$ cat config.mk
export PLATFORM = sky130hd
export DESIGN_NAME = sd_dat_pad_bank
export DESIGN_NICKNAME = d
export VERILOG_FILES = /design/src/rtl/sd_pad_pkg.sv /design/src/rtl/sd_pad_sync.sv /design/src/rtl/sd_dat_pad_bank.sv
export SDC_FILE = /design/constraint.sdc
export NUM_CORES = 1
export LEC_CHECK = 0
export BUFFER_PORTS_ARGS = -buffer_cell sky130_fd_sc_hd__buf_2
export CAP_MARGIN = 20
export CORE_MARGIN = 1
export CORE_UTILIZATION = 45
export DETAILED_ROUTE_END_ITERATION = 16
export PLACE_DENSITY = 0.83
export SKIP_CTS_REPAIR_TIMING = 1
export SYNTH_ARGS = -nofsm -noshare
export SYNTH_HDL_FRONTEND = slang
export SYNTH_HIERARCHICAL = 1
export SYNTH_SLANG_ARGS = --single-unit
$ cat constraint.sdc
create_clock -name sd_clock -period 1.99 [get_ports sd_clock]
set_clock_uncertainty 0.2 [all_clocks]
set_input_delay 0.0995 -clock sd_clock [delete_from_list [all_inputs] [get_ports sd_clock]]
set_output_delay 0.0995 -clock sd_clock [all_outputs]
set_load 0.01 [all_outputs]
$ cat src/rtl/sd_pad_pkg.sv
// Shared definitions for the SD DAT pad bank: direction states, bus-width
// encodings and the lane-mask helper.
package sd_pad_pkg;

    localparam int MAX_LANES = 8;
    localparam int CNT_W     = 8;

    localparam logic [1:0] BW_1 = 2'b00;
    localparam logic [1:0] BW_4 = 2'b01;
    localparam logic [1:0] BW_8 = 2'b10;

    typedef enum logic [2:0] {
        LISTEN   = 3'd0,
        TURN_OUT = 3'd1,
        DRIVE    = 3'd2,
        PARK_HI  = 3'd3,
        TURN_IN  = 3'd4
    } state_t;

    // Lanes enabled for a bus-width code; the reserved code 11 falls back to
    // 1-bit, and lanes that do not physically exist are always cleared.
    function automatic logic [MAX_LANES-1:0] lane_mask(input logic [1:0] bw, input int lanes);
        logic [MAX_LANES-1:0] m;
        m = '0;
        case (bw)
            BW_4:    m[3:0] = '1;
            BW_8:    m = '1;
            default: m[0] = 1'b1;
        endcase
        for (int i = 0; i < MAX_LANES; i++) begin
            if (i >= lanes) m[i] = 1'b0;
        end
        return m;
    endfunction

endpackage

$ cat src/rtl/sd_pad_sync.sv
// Input register chain for the DAT pins. Resets to all ones so a freshly
// reset bus reads as idle (pulled up).
module sd_pad_sync #(
    parameter int WIDTH  = 8,
    parameter int STAGES = 1
) (
    input  logic             clk,
    input  logic             rst,
    input  logic [WIDTH-1:0] d,
    output logic [WIDTH-1:0] q
);

    logic [WIDTH-1:0] pipe [STAGES];

    // Shift the pin samples through STAGES registers.
    always_ff @(posedge clk or posedge rst) begin
        if (rst) begin
            for (int i = 0; i < STAGES; i++) pipe[i] <= '1;
        end else begin
            pipe[0] <= d;
            for (int i = 1; i < STAGES; i++) pipe[i] <= pipe[i-1];
        end
    end

    assign q = pipe[STAGES-1];

endmodule

$ cat src/rtl/sd_dat_pad_bank.sv
// Multi-lane SD DAT pad controller: registered pin outputs, registered and
// masked pin inputs, and a direction FSM that parks the lanes high and then
// releases them for a turnaround gap before either side may drive.
//
// Handshake: dir_req is a level request (1 = host wants the bus). It is
// registered once before the FSM acts on it; dir_ack is a registered level
// that is high exactly while the bus is in DRIVE, so o_port carries host data
// on every cycle dir_ack is high. Dropping dir_req is the only way to release.
module sd_dat_pad_bank
    import sd_pad_pkg::*;
#(
    parameter int LANES     = 8,
    parameter int TURN      = 2,
    parameter int PARK      = 1,
    parameter int IN_STAGES = 1
) (
    input  logic             sd_clock,
    input  logic             reset,
    input  logic [1:0]       bus_width,
    input  logic             dir_req,
    input  logic [LANES-1:0] data_in,
    output logic [LANES-1:0] data_out,
    output logic             in_valid,
    output logic             dir_ack,
    input  logic [LANES-1:0] i_port,
    output logic [LANES-1:0] o_port,
    output logic [LANES-1:0] oe,
    output state_t           dbg_state
);

    localparam logic [1:0]       SETTLE    = 2'(IN_STAGES);
    localparam logic [CNT_W-1:0] TURN_LOAD = CNT_W'(TURN - 1);
    localparam logic [CNT_W-1:0] PARK_LOAD = CNT_W'(PARK - 1);

    state_t                 state;
    logic [CNT_W-1:0]       cnt;
    logic [1:0]             width_q;
    logic                   req_q;
    logic [1:0]             listen_cnt;
    logic [MAX_LANES-1:0]   mask_full;
    logic [LANES-1:0]       act;
    logic [LANES-1:0]       pins_q;

    // Width is only sampled in LISTEN, so the mask is frozen for a whole
    // drive session and input gating stays stable while the bus is owned.
    assign mask_full = lane_mask(width_q, LANES);
    assign act       = mask_full[LANES-1:0];

    sd_pad_sync #(
        .WIDTH  (LANES),
        .STAGES (IN_STAGES)
    ) u_sync (
        .clk (sd_clock),
        .rst (reset),
        .d   (i_port),
        .q   (pins_q)
    );

    // Inactive lanes read as pulled-up ones.
    assign data_out  = pins_q | ~act;
    assign in_valid  = (state == LISTEN) && (listen_cnt == SETTLE);
    assign dbg_state = state;

    // Direction FSM with counter and registered pad outputs.
    always_ff @(posedge sd_clock or posedge reset) begin
        if (reset) begin
            state      <= LISTEN;
            cnt        <= '0;
            width_q    <= BW_1;
            req_q      <= 1'b0;
            listen_cnt <= '0;
            oe         <= '0;
            o_port     <= '1;
            dir_ack    <= 1'b0;
        end else begin
            req_q <= dir_req;
            case (state)
                LISTEN: begin
                    width_q <= bus_width;
                    if (listen_cnt != SETTLE) listen_cnt <= listen_cnt + 2'd1;
                    if (req_q) begin
                        state      <= TURN_OUT;
                        cnt        <= TURN_LOAD;
                        listen_cnt <= '0;
                    end
                end
                TURN_OUT: begin
                    if (!req_q) begin
                        state <= LISTEN;
                    end else if (cnt == '0) begin
                        state   <= DRIVE;
                        oe      <= act;
                        o_port  <= data_in & act;
                        dir_ack <= 1'b1;
                    end else begin
                        cnt <= cnt - CNT_W'(1);
                    end
                end
                DRIVE: begin
                    if (!req_q) begin
                        state   <= PARK_HI;
                        cnt     <= PARK_LOAD;
                        o_port  <= '1;
                        dir_ack <= 1'b0;
                    end else begin
                        o_port <= data_in & act;
                    end
                end
                PARK_HI: begin
                    if (cnt == '0) begin
                        state <= TURN_IN;
                        cnt   <= TURN_LOAD;
                        oe    <= '0;
                    end else begin
                        cnt <= cnt - CNT_W'(1);
                    end
                end
                TURN_IN: begin
                    if (cnt == '0) begin
                        state <= LISTEN;
                    end else begin
                        cnt <= cnt - CNT_W'(1);
                    end
                end
                default: begin
                    state   <= LISTEN;
                    oe      <= '0;
                    o_port  <= '1;
                    dir_ack <= 1'b0;
                end
            endcase
        end
    end

endmodule

==> out/metrics.cfg <==
[logic_synthesis]
ys_seq_elements = 36
syn_avg_cell_area_um2 = 10.2
synth_cell_type_count = 46
ys_warn_count = 6
syn_inst = 178
seq_area_frac_synth_pct = 50.7
syn-cell-area_um2 = 1820
syn-num-nets = 202

[outcome]
run_status = finished, violations left
violations = negative setup slack

[finish]
diodes = 0
finish.instance_area_um2 = 2610
finalNonFillerCells = 320
fillers = 254
utilization_pct = 69.3
fin_nets = 295
layout-drive-gt1-share_pct = 47.1
area_growth_pct = 43.8

[timing]
worst_slew_margin_rel_pct = 69.0
min_period_over_period_pct = 107
rsz0062_at_grt = true
setup_ws_ns = -0.136
period_minus_slack_ns = 2.13
setup-tns-final_ns = -0.832
worstMarginPinSlew_ns = 0.464
clock.fmax_ghz = 0.470
finalSetupViolations = 8
slew_violations = 0
hold_viol_final = 0
hold_slack_ns = 0.249

[floorplanning]
rows = 22
die_area_um2 = 4300
fp.coreArea_um2 = 3770
die_w_um = 65.6
start_util_pct = 48.2
io_pins = 50
die_y_um = 65.6

[clocking]
cts_buffers = 5
htree_levels = 2
cts.sink_count = 36
clk_latency_ns = 0.29
cts_tree = yes
root_buffer = clkbuf_8
clockBufferDepth = 2
clk_pin_slew_ns = 0.08

[placement]
dpl.hpwl_um = 2950
numPortBuffers = 49
routabilityCongestion = 0.832
dp.cells = 288
place_worst_setup_slack_ns = -0.134
place_area_um2 = 2250

[worst_setup_path]
worst_path_largest_cell_delay_ns = 0.59
crit_buf_inv = 0
critical-path-top-delay-family = simple AND/OR/NAND/NOR gates
cp_data_arrival_time_ns = 2.11
path_cells = or4_4 -> o31ai_4 -> o211ai_4 -> nor2b_4 -> a32o_1
critPathCaptureType = register
required_ns = 1.98
criticalPathCategory = reg -> reg
path_max_fanout = 6
cp_slowest_cell = or4_4
setup.worst_path.start_class = register

[min_path]
hold_path.class = in -> reg

[detailed_routing]
wl_um = 4940
num_vias = 1671
ant_nets = 0
drt_iter0_markers = 205
drc = 0
drtPass1Iterations = 4
avgRoutedWirePerCell_um = 15.4
viasPerCell = 5.22

[grt]
grt_pass1_wl_um = 6180
track_usage_pct = 19.4
overflow = 0
antenna_found_initial = 0
grt_max_degree = 29
grt_pass1_vias = 1431

[power]
p_per_area_nw_per_um2 = 1560
finalPower_mw = 4.08
leakagePower_nw = 1.22
vdd_drop_max_mv = 0.610

[flow_run]
cap_violations = 0

[cells in the final DEF, fill, tap and decap left out, types with 2 or more instances in the layout]
| cell | instances |
|---|---|
| nor3_1 | 7 |
| dlygate4sd3_1 | 20 |
| buf_4 | 27 |
| and2_1 | 3 |
| a22o_1 | 2 |
| or2_2 | 3 |
| buf_2 | 49 |
| clkbuf_8 | 6 |
| mux2_2 | 2 |
| o21ai_0 | 12 |
| nor4_1 | 3 |
| dfrtp_1 | 20 |
| a31oi_1 | 9 |
| nand2b_1 | 9 |
| a21oi_1 | 5 |
| nor2_1 | 16 |
| ha_1 | 2 |
| dfstp_2 | 16 |
| nor2b_1 | 3 |
| nand2_1 | 12 |
| a22o_2 | 3 |
| o21ai_2 | 2 |
| inv_1 | 9 |
[synthesized netlist by cell type (all sizes together)]
cell / count / area, um2
dfrtp: 20 / 500
o21a: 1 / 7.51
a21oi: 6 / 30.0
o21ba: 1 / 10.0
nand3b: 1 / 7.51
and2b: 1 / 8.76
or2b: 1 / 8.76
mux2: 3 / 33.8
and2: 3 / 18.8
nand2: 12 / 45.0
o21ai: 14 / 70.1
nand2b: 9 / 56.3
a211oi: 1 / 7.51
or3: 1 / 6.26
a31oi: 9 / 56.3
nor4: 3 / 18.8
o31ai: 2 / 28.8
o41ai: 1 / 8.76
or4: 1 / 11.3
a21boi: 1 / 7.51
dfstp: 16 / 420
ha: 3 / 37.5
buf: 9 / 68.8
or2: 3 / 18.8
nor3b: 2 / 15.0
a22o: 5 / 47.6
a32o: 1 / 10.0
a21o: 1 / 7.51
nand3: 1 / 5.00
inv: 9 / 33.8
nor2b: 4 / 32.5
nor2: 17 / 63.8
or3b: 1 / 8.76
o31a: 1 / 8.76
o22a: 1 / 8.76
nor3: 9 / 56.3
clkbuf: 3 / 11.3
o211ai: 1 / 21.3
[worst paths after layout]
check                      slack (ns)  depth (start not counted)  startpoint     endpoint
min                              0.25                          2   i_port[2]  u_sync/q[2]
max reg2reg                     -0.14                          5      cnt[4]       cnt[6]
max in group asynchronous        0.99                          4       reset    o_port[4]
max                             -0.14                          5      cnt[4]       cnt[6]
min in group asynchronous        0.28                          4       reset      dir_ack
min reg2reg                      0.31                          2   o_port[4]    o_port[4]
[state kept, by name, summed over array words and instances, names as in the netlist]
signal,cells
o_port,8
req_q,1
width_q,2
dbg_state,3
dir_ack,1
listen_cnt,2
oe,3
u_sync/q,8
cnt,8
[cell families after synthesis]
group           synth area share, %
compound gates                 18.2
mux                            1.86
simple gates                   21.0
buf+inv                        6.26
flops                          50.7
fa+ha+maj                      2.06
[final cells by class]
class	count	area [um2]	share of cell area, %
sequential	36	921	35.2
clock inverter	1	7.51	0.287
clock buffer	7	86.3	3.30
timing repair buffer	98	679	26.0
tap	48	60.1	2.30
inverter	9	33.8	1.29
multi-input combinational	121	826	31.6
[metal layers]
metal / vias up / track usage (%) / share of wire [%]
li1: 806 / - / -
met3: 15 / 3.65 / 4.7
met4: 0 / 10.6 / 3.0
met2: 72 / 30.7 / 53
met1: 778 / 24.8 / 39
met5: - / 0 / 0
[power by group]
group          switching [mW]  internal (mW)
registers               0.181           1.03
clock network           0.268          0.281
logic                    1.22           1.10
No activity file was read; power rests on OpenSTA's default activity.
